--- src/rtl/num_stream_pkg.sv ---
// Shared types and defaults for the num_stream producer and its checker.
package num_stream_pkg;

  typedef enum logic [1:0] {
    IDLE = 2'd0,
    SEND = 2'd1,
    DONE = 2'd2
  } state_t;

  localparam int DEF_WIDTH     = 32;
  localparam int DEF_STEP      = 2;
  localparam int DEF_MAX_COUNT = 10;
  localparam int CNT_W         = 16;

endpackage

--- src/rtl/num_stream_sva.sv ---
// Concurrent checks on the num_stream_tx output stream; instantiated inside the producer.
module num_stream_sva
  import num_stream_pkg::*;
#(
  parameter int WIDTH = DEF_WIDTH,
  parameter int STEP  = DEF_STEP
) (
  input logic             clk,
  input logic             reset,
  input logic             valid,
  input logic             ready,
  input logic [WIDTH-1:0] data,
  input logic             done,
  input state_t           state
);

  // A stalled beat must be held; a reset edge is the only legal way out.
  a_hold_on_stall: assert property (@(posedge clk)
    (reset && valid && !ready) |=> ($stable(data) && valid));

  a_done_no_valid: assert property (@(posedge clk) done |-> !valid);

  a_done_single: assert property (@(posedge clk) done |=> !done);

  a_done_is_state: assert property (@(posedge clk) done == (state == DONE));

  generate
    if (STEP % 2 == 0) begin : g_even
      a_even_data: assert property (@(posedge clk) valid |-> !data[0]);
    end
  endgenerate

endmodule

--- src/rtl/num_stream_tx.sv ---
// Valid/ready producer of the sequence 0, STEP, 2*STEP, ... in bursts of MAX_COUNT beats.
module num_stream_tx
  import num_stream_pkg::*;
#(
  parameter int WIDTH     = DEF_WIDTH,
  parameter int STEP      = DEF_STEP,
  parameter int MAX_COUNT = DEF_MAX_COUNT
) (
  input  logic             clk,
  input  logic             reset,
  input  logic             start,
  input  logic             stop,
  input  logic             ready,
  output logic             valid,
  output logic [WIDTH-1:0] data,
  output logic             done,
  output logic [CNT_W-1:0] sent_count
);

  // Handshake: a beat transfers on any posedge where valid && ready; once
  // raised, valid and data stay put until that transfer happens.

  state_t             state, state_n;
  logic               valid_n;
  logic [WIDTH-1:0]   data_n;
  logic               done_n;
  logic [CNT_W-1:0]   cnt_n;
  logic               stop_pend, pend_n;
  logic               xfer;
  logic               last;
  logic [CNT_W-1:0]   cnt_inc;

  assign xfer    = valid && ready;
  assign cnt_inc = sent_count + CNT_W'(1);
  // A stop arriving in the same cycle as a transfer still makes that beat the last.
  assign last    = (cnt_inc == CNT_W'(MAX_COUNT)) || stop_pend || stop;

  always_ff @(posedge clk) begin
    if (!reset) begin
      state      <= IDLE;
      valid      <= 1'b0;
      data       <= '0;
      done       <= 1'b0;
      sent_count <= '0;
      stop_pend  <= 1'b0;
    end else begin
      state      <= state_n;
      valid      <= valid_n;
      data       <= data_n;
      done       <= done_n;
      sent_count <= cnt_n;
      stop_pend  <= pend_n;
    end
  end

  always_comb begin
    state_n = state;
    valid_n = valid;
    data_n  = data;
    done_n  = 1'b0;
    cnt_n   = sent_count;
    pend_n  = stop_pend;
    case (state)
      IDLE: begin
        valid_n = 1'b0;
        if (start) begin
          state_n = SEND;
          valid_n = 1'b1;
          data_n  = '0;
          cnt_n   = '0;
          pend_n  = 1'b0;
        end
      end
      SEND: begin
        if (stop) pend_n = 1'b1;
        if (xfer) begin
          cnt_n  = cnt_inc;
          data_n = data + WIDTH'(STEP);
          if (last) begin
            state_n = DONE;
            valid_n = 1'b0;
            done_n  = 1'b1;
          end
        end
      end
      DONE: begin
        valid_n = 1'b0;
        state_n = IDLE;
      end
      default: begin
        state_n = IDLE;
        valid_n = 1'b0;
      end
    endcase
  end

  num_stream_sva #(
    .WIDTH (WIDTH),
    .STEP  (STEP)
  ) u_sva (
    .clk   (clk),
    .reset (reset),
    .valid (valid),
    .ready (ready),
    .data  (data),
    .done  (done),
    .state (state)
  );

endmodule

--- config.mk ---
export PLATFORM = sky130hd
export DESIGN_NAME = num_stream_tx
export DESIGN_NICKNAME = d
export VERILOG_FILES = /design/src/rtl/num_stream_pkg.sv /design/src/rtl/num_stream_sva.sv /design/src/rtl/num_stream_tx.sv
export SDC_FILE = /design/constraint.sdc
export NUM_CORES = 1
export LEC_CHECK = 0
export BUFFER_PORTS_ARGS = -buffer_cell sky130_fd_sc_hd__buf_2
export CORE_MARGIN = 2
export CORE_UTILIZATION = 30
export DETAILED_ROUTE_END_ITERATION = 8
export SLEW_MARGIN = 20
export SYNTH_ARGS = -nofsm -noshare
export SYNTH_HDL_FRONTEND = slang
export SYNTH_SLANG_ARGS = --single-unit
--- constraint.sdc ---
create_clock -name clk -period 3 [get_ports clk]
set_input_delay 0 -clock clk [delete_from_list [all_inputs] [get_ports clk]]
set_output_delay 0 -clock clk [all_outputs]
set_load 0.1 [all_outputs]
==> summary.txt, run 1 <==
Pwr
  • Power Total: 1.19 mW
  • Power density relative to cell area: 374 nW/um2
  • Worst vdd rail ir drop: 0.183 mV
  • Static Leak: 1.28 nW

Job
  • Max Cap Violations: 0

Placement
  • Weighted congestion reported at the end of routability-driven placement: 0.818
  • Placed wire-length estimate: 4570 um
  • Number of I/O port buffers: 53
  • Post-placement worst setup slack: 617 ps

Timing
  • Maximum clock frequency: 0.415 GHz
  • Final period util: 80.2%
  • Endpoints failing setup: 0
  • Largest clock skew in the final design: 18.6 ps
  • Setup TNS Final: 0 ps
  • RSZ-0062 raised after global routing: false
  • Transition time at the pin with the least slew margin: 588 ps
  • Final Hold Fails: 0
  • Tightest slew margin relative to the limit: 60.6%
  • Tmin final: 2410 ps
  • Number of pins exceeding their max-slew limit in the final report: 0
  • Slack of the critical path: 593 ps

Global route
  • Total routing resource utilization after global routing: 13.3%
  • Remaining global-route overflow: 0
  • Initial antenna violation count: 0
  • Wire length of the first global-routing pass: 11000 um
  • Number of global-route vias before repair: 2188
  • Maximum number of pins on one net before global-route repair: 30

Clock tree
  • Worst skew pair latency: 310 ps
  • Clock-pin slew on the worst setup and hold paths: 100 ps
  • Worst-case clock buffer depth: 2
  • Sink count of the clock tree: 52
  • H-Tree Level Count: 2
  • Clock tree from TritonCTS: yes
  • Count of hold buffers inserted by post-cts repair: 0
  • Number of resized instances in the post-cts repair step: 0
  • # Post-CTS Setup Buffers: 0
  • CTS buffer count: 5
  • Root buffer cell: sky130_fd_sc_hd__clkbuf_8

Routing
  • Routed metal-1 wirelength: 3170 um
  • Final wirelength: 6380 um
  • Routed vias: 2433
  • Wire length on met3: 316 um
  • Number of vias per cell after detailed routing: 5.10
  • First-pass detailed-route iteration total: 4
  • Initial DRC Count: 109
  • Number of nets still failing antenna checks after routing: 0
  • Final routed wire length divided by cell count: 13.4 um
  • DRC violation count after routing: 0
  • Total met2 wirelength after detailed routing: 2860 um
  • Max layer used: met4

Floorplanning
  • # rows: 34
  • Starting Density: 31.1%
  • Chip Width: 99.6 um
  • Die span in y: 99.6 um
  • Core footprint: 8810 um2
  • Boundary pin count: 55
  • Area of the die: 9910 um2

Critical path
  • WP data required: 3180 ps
  • Startpoint type of the worst setup path: register
  • Reg2Reg Depth: 7
  • Maximum net fanout on the critical path: 11
  • Critical path start-end classification: register to register
  • R2r startpoint: sent_count[0]
  • WP data arrival: 2590 ps
  • Critical path capture point type: register
  • Reg-to-reg setup timing slack: 590 ps
  • R2R Path End: state[0]

Final layout
  • Leading cell types in the layout, fill and taps excluded: sky130_fd_sc_hd__buf_2 (53), sky130_fd_sc_hd__dfxtp_1 (52), sky130_fd_sc_hd__nor2_1 (44)
  • Layout cell share with drive strength beyond 1: 20.9%
  • Number of nets in the layout: 376
  • Commonest non-fill, non-tap cell in the layout: sky130_fd_sc_hd__buf_2
  • Diode count: 0
  • Layout overhead on the synthesized area: 15.7%
  • Share of the core filled with cells in the final layout: 36.0%
  • Number of fillers in the final layout: 916

Hold path
  • Hold Startpoint: stop
  • Class of the most critical hold timing path: input pin to register
  • Worst Hold End: state[1]
  • Count of cells along the worst hold path: 3

Yosys
  • Dominant cells by area after synthesis: sky130_fd_sc_hd__dfxtp_1 (38%), sky130_fd_sc_hd__xor2_1 (7.0%), sky130_fd_sc_hd__nor2_1 (6.0%), sky130_fd_sc_hd__nand2_1 (3.6%), sky130_fd_sc_hd__o21ai_0 (3.3%)
  • Number of register bits inferred by synthesis: 52
  • Netlist area before placement: 2740 um2
  • Part of the Yosys area used for sequential elements: 38.0%
  • Synthesized Nets: 330
  • Prevailing post-synth register cell: sky130_fd_sc_hd__dfxtp_1
  • Library cells used by synthesis: 53
  • Mux contribution to synthesized area: 0.365%
  • Share of the synthesized netlist area taken by xor and xnor gates: 9.59%
  • Post-synth top area share: 38.0%
  • Combinational family with the most area after synthesis: simple AND/OR/NAND/NOR gates
  • Simple-Gate Fraction of Synth Area: 32.9%
  • Yosys Warn Count: 0
  • Most area-hungry cell type in the Yosys netlist: sky130_fd_sc_hd__dfxtp_1
  • Synthesized instance count: 322
  • Count of flip-flops with a built-in enable after synthesis: 0
  • Avg Cell Area, Syn: 8.51 um2
  • Compound-cell area share of the yosys netlist: 14.3%
  • Fraction of registers with async set/reset: 0%
  • Area share of fa/ha/maj cells after synthesis: 1.37%

Outcome
  • Run status: finished, final reports clean
synth_stat cells (all sizes together) (2+ instances only):
master	instances
a31oi	6
a22oi	5
nand2	26
inv	4
o31a	2
nor3	9
clkbuf	8
xor2	22
nor2	44
xnor2	8
nor2b	10
nand3	17
or3	6
buf	8
a21oi	12
ha	3
o221a	2
nand4	11
nor4	6
a21boi	4
dfxtp	52
o21ai	20
and3	6
o211ai	2
o21a	2
and2	4
nand2b	2
and4	5
nor3b	3
flip-flops by register name, summed over array words and instances, names as in the netlist:
| name | count |
|---|---|
| stop_pend | 1 |
| valid | 1 |
| done | 1 |
| state | 2 |
| sent_count | 16 |
| data | 31 |
worst max-delay path by stage:
stage / endpoint / start / depth (start not counted)
floorplan: state[0] / sent_count[0] / 8
global placement: state[0] / sent_count[0] / 7
detailed placement: state[0] / sent_count[0] / 7
CTS: state[0] / sent_count[0] / 7
global route: state[0] / sent_count[0] / 7
finish: state[0] / sent_count[0] / 7
report_power, final:
part,switching (mW),total [mW],internal (mW)
Combinational,0.0641,0.0836,0.0194
Sequential,0.00596,0.700,0.694
Clock,0.235,0.402,0.167
Total,0.305,1.19,0.880
worst max-delay path: stages (launching register included):
cell                      delay (ps)
sky130_fd_sc_hd__dfxtp_1         510
sky130_fd_sc_hd__ha_1            320
sky130_fd_sc_hd__nand3_1         370
sky130_fd_sc_hd__nor2_1          280
sky130_fd_sc_hd__xor2_1           90
sky130_fd_sc_hd__nor3b_1         250
sky130_fd_sc_hd__nand4_2         170
sky130_fd_sc_hd__o311a_1         310
kinds of logic after synthesis:
group,Yosys count
XOR/XNOR,30
other,1
AO/OA/AOI/OAI,60
AND/OR/NAND/NOR,155
flip-flops,52
buffers and inverters,20
multiplexers,1
adder cells (fa/ha/maj),3
final cells by class:
cell class / instances / area [um2] / area share [%]
sequential: 52 / 1040 / 32.9
timing repair buffer: 55 / 280 / 8.85
clock inverter: 2 / 16.3 / 0.513
clock buffer: 6 / 72.6 / 2.29
multi-input combinational: 250 / 1610 / 50.8
tap: 108 / 135 / 4.27
inverter: 4 / 15.0 / 0.474
per-stage QoR:
step / cell area [um2] / hold WS [ps] / instances
after floorplan: 2740 / 138 / 322
after global placement: 3080 / 327 / 469
after detailed placement: 3080 / 321 / 469
after CTS: 3170 / 1.30 / 477
after global routing: 3170 / 15.5 / 477
final: 3170 / 12.8 / 477
metal layers:
| layer | GRT usage [%] | vias to the layer above |
|---|---|---|
| met5 | 0 | - |
| met4 | 2.53 | 0 |
| met3 | 2.46 | 5 |
| met2 | 20.6 | 66 |
| met1 | 19.5 | 1121 |
| li1 | - | 1241 |
(Power assumes the default switching activity.)
==> inputs of run 2 (changes only) <==
ABC_AREA = 1   (was not set)
clock period = 2 ns   (was 3 ns; I/O delays follow)
==> run 2 against run 1 <==
  * Non-clock buffer count grew 10
  * Clock skew shrank 14 ps
  * Global-route usage grew 1.9 points
  * Sequential power grew 51%
  * Area after synthesis grew 1.1%
  * Cell count grew 22%
  * First-iteration DRC count grew 0.92%
  * Critical endpoint is now valid
==> summary.txt, run 2 <==
Outcome
  • Run status: finished, final reports clean

Clock tree
  • CTS buffer count: 5
  • Clock tree from TritonCTS: yes
  • H-Tree Level Count: 2
  • Worst-case clock buffer depth: 2
  • Root buffer cell: sky130_fd_sc_hd__clkbuf_8
  • Clock-pin slew on the worst setup and hold paths: 100 ps
  • Worst skew pair latency: 300 ps
  • Sink count of the clock tree: 52

Pwr
  • Power Total: 1.93 mW
  • Static Leak: 1.38 nW
  • Worst vdd rail ir drop: 0.348 mV
  • Power density relative to cell area: 565 nW/um2

Timing
  • Tmin final: 1830 ps
  • Setup TNS Final: 0 ps
  • Number of pins exceeding their max-slew limit in the final report: 0
  • Final period util: 91.4%
  • Endpoints failing setup: 0
  • Largest clock skew in the final design: 4.33 ps
  • Maximum clock frequency: 0.547 GHz
  • Final Hold Fails: 0

Critical path
  • Critical path start-end classification: register to register
  • WP data arrival: 2030 ps
  • Critical path capture point type: register
  • Maximum net fanout on the critical path: 6
  • Startpoint type of the worst setup path: register
  • WP data required: 2210 ps

Global route
  • Total routing resource utilization after global routing: 15.2%
  • Maximum number of pins on one net before global-route repair: 24
  • Initial antenna violation count: 0
  • Number of global-route vias before repair: 2687
  • Remaining global-route overflow: 0
  • Wire length of the first global-routing pass: 12500 um

Yosys
  • Fraction of registers with async set/reset: 0%
  • Count of flip-flops with a built-in enable after synthesis: 0
  • Synthesized instance count: 407
  • Most repeated cell in the gate-level netlist after synthesis: sky130_fd_sc_hd__nand2_1
  • Most area-hungry cell type in the Yosys netlist: sky130_fd_sc_hd__dfxtp_1
  • Yosys Warn Count: 0
  • Prevailing post-synth register cell: sky130_fd_sc_hd__dfxtp_1
  • Part of the Yosys area used for sequential elements: 37.6%
  • Number of register bits inferred by synthesis: 52
  • Synthesized Nets: 415
  • Avg Cell Area, Syn: 6.80 um2
  • Netlist area before placement: 2770 um2
  • Library cells used by synthesis: 36
  • Dominant cells by area after synthesis: sky130_fd_sc_hd__dfxtp_1 (38%), sky130_fd_sc_hd__nand2_1 (13%), sky130_fd_sc_hd__a21oi_1 (7.1%), sky130_fd_sc_hd__inv_1 (6.9%), sky130_fd_sc_hd__nor2_1 (5.4%)
  • Post-synth top area share: 37.6%
  • Top cell types by occurrence after synthesis: sky130_fd_sc_hd__nand2_1 (98), sky130_fd_sc_hd__dfxtp_1 (52), sky130_fd_sc_hd__inv_1 (51)

Final layout
  • Diode count: 0
  • Leading cell types in the layout, fill and taps excluded: sky130_fd_sc_hd__nand2_1 (98), sky130_fd_sc_hd__buf_2 (53), sky130_fd_sc_hd__inv_1 (50)
  • Number of nets in the layout: 479
  • Share of the core filled with cells in the final layout: 37.5%
  • Cell area after layout: 3420 um2
  • Number of fillers in the final layout: 1003
  • Layout overhead on the synthesized area: 23.5%
  • Max reg flops: 31
  • Most flop-heavy register: data
  • Commonest non-fill, non-tap cell in the layout: sky130_fd_sc_hd__nand2_1
  • Biggest regs: data (31), sent_count (16), state (2)
  • Layout cell share with drive strength beyond 1: 28.6%

Hold path
  • Class of the most critical hold timing path: input pin to register

Floorplanning
  • Chip Width: 100 um
  • Die span in y: 100 um
  • Starting Density: 30.4%
  • Area of the die: 10000 um2
  • # rows: 35
  • Boundary pin count: 55
  • Core footprint: 9110 um2

Placement
  • Weighted congestion reported at the end of routability-driven placement: 0.870
  • Placed instance area: 3280 um2
  • Placed wire-length estimate: 5700 um
  • Number of I/O port buffers: 53

Routing
  • Routed vias: 2887
  • Final wirelength: 7520 um
  • DRC violation count after routing: 0
  • Number of nets still failing antenna checks after routing: 0
  • Number of vias per cell after detailed routing: 4.95
  • Final routed wire length divided by cell count: 12.9 um
  • Initial DRC Count: 110
  • First-pass detailed-route iteration total: 4

Job
  • Max Cap Violations: 0
[run 2: report_power, final]
group / switching, mW / internal [mW]
Clock: 0.360 / 0.322
Combinational: 0.147 / 0.0480
Sequential: 0.0122 / 1.04
[run 2: cell type report]
class,count,area [um2],area share [%]
inverter,51,191,5.60
clock inverter,1,5.00,0.146
multi-input combinational,296,1510,44.2
sequential,52,1100,32.2
clock buffer,7,97.6,2.86
timing repair buffer,65,373,10.9
tap,111,139,4.06
[run 2: critical path: stages, from the launching register on]
cell	delay (ps)
sky130_fd_sc_hd__dfxtp_4	390
sky130_fd_sc_hd__ha_1	200
sky130_fd_sc_hd__nand3_2	140
sky130_fd_sc_hd__inv_2	110
sky130_fd_sc_hd__nand2_1	70
sky130_fd_sc_hd__nand2_1	60
sky130_fd_sc_hd__nand2_1	60
sky130_fd_sc_hd__nor2_1	130
sky130_fd_sc_hd__nand3_1	90
sky130_fd_sc_hd__nor2_1	120
sky130_fd_sc_hd__nand2_1	100
sky130_fd_sc_hd__nand3_1	80
sky130_fd_sc_hd__nand3_1	60
sky130_fd_sc_hd__nand2_1	70
sky130_fd_sc_hd__nor2_1	40
[run 2: repair_timing]
action | CTS | global route
hold buffers | 2 | 0
endpoints found under the setup margin | 0 | 4
gates resized for setup | 0 | 4
buffers inserted | 0 | 1
endpoints found under the hold margin | 2 | 0
[run 2: final timing paths]
check                startpoint  endpoint  slack (ps)  cells after the start
setup / recovery  sent_count[0]     valid         170                     14
hold / removal            start  state[0]         100                      5
setup reg to reg  sent_count[0]     valid         170                     14
hold reg to reg        data[31]  data[31]         470                      1
[run 2: stage by stage]
step           instances  hold slack [ps]  setup WS (ps)
2_1_floorplan        407              116           8.07
3_3_place_gp         572              265            119
3_5_place_dp         572              269           76.0
4_1_cts              582              101           56.8
5_1_grt              583              112          -3.27
6_report             583             95.5            172
[run 2: layer usage]
| metal | track usage (%) | vias up | wire length [um] | part of all wire [%] |
|---|---|---|---|---|
| met5 | 0 | - | 0 | 0 |
| met4 | 2.53 | 0 | 40 | 0.53 |
| met3 | 2.65 | 4 | 351 | 4.7 |
| met2 | 26.8 | 72 | 3580 | 48 |
| met1 | 19.9 | 1337 | 3550 | 47 |
| li1 | - | 1474 | - | - |
[run 2: kinds of logic after synthesis]
kind of cell | Yosys count | synth area share [%]
xor gates and xnor gates | 7 | 2.22
and+or+nand+nor | 213 | 36.1
DFF | 52 | 37.6
adders and majority gates | 3 | 1.36
buffers and inverters | 59 | 8.18
AOI/OAI and AO/OA | 72 | 14.4
other | 1 | 0.135
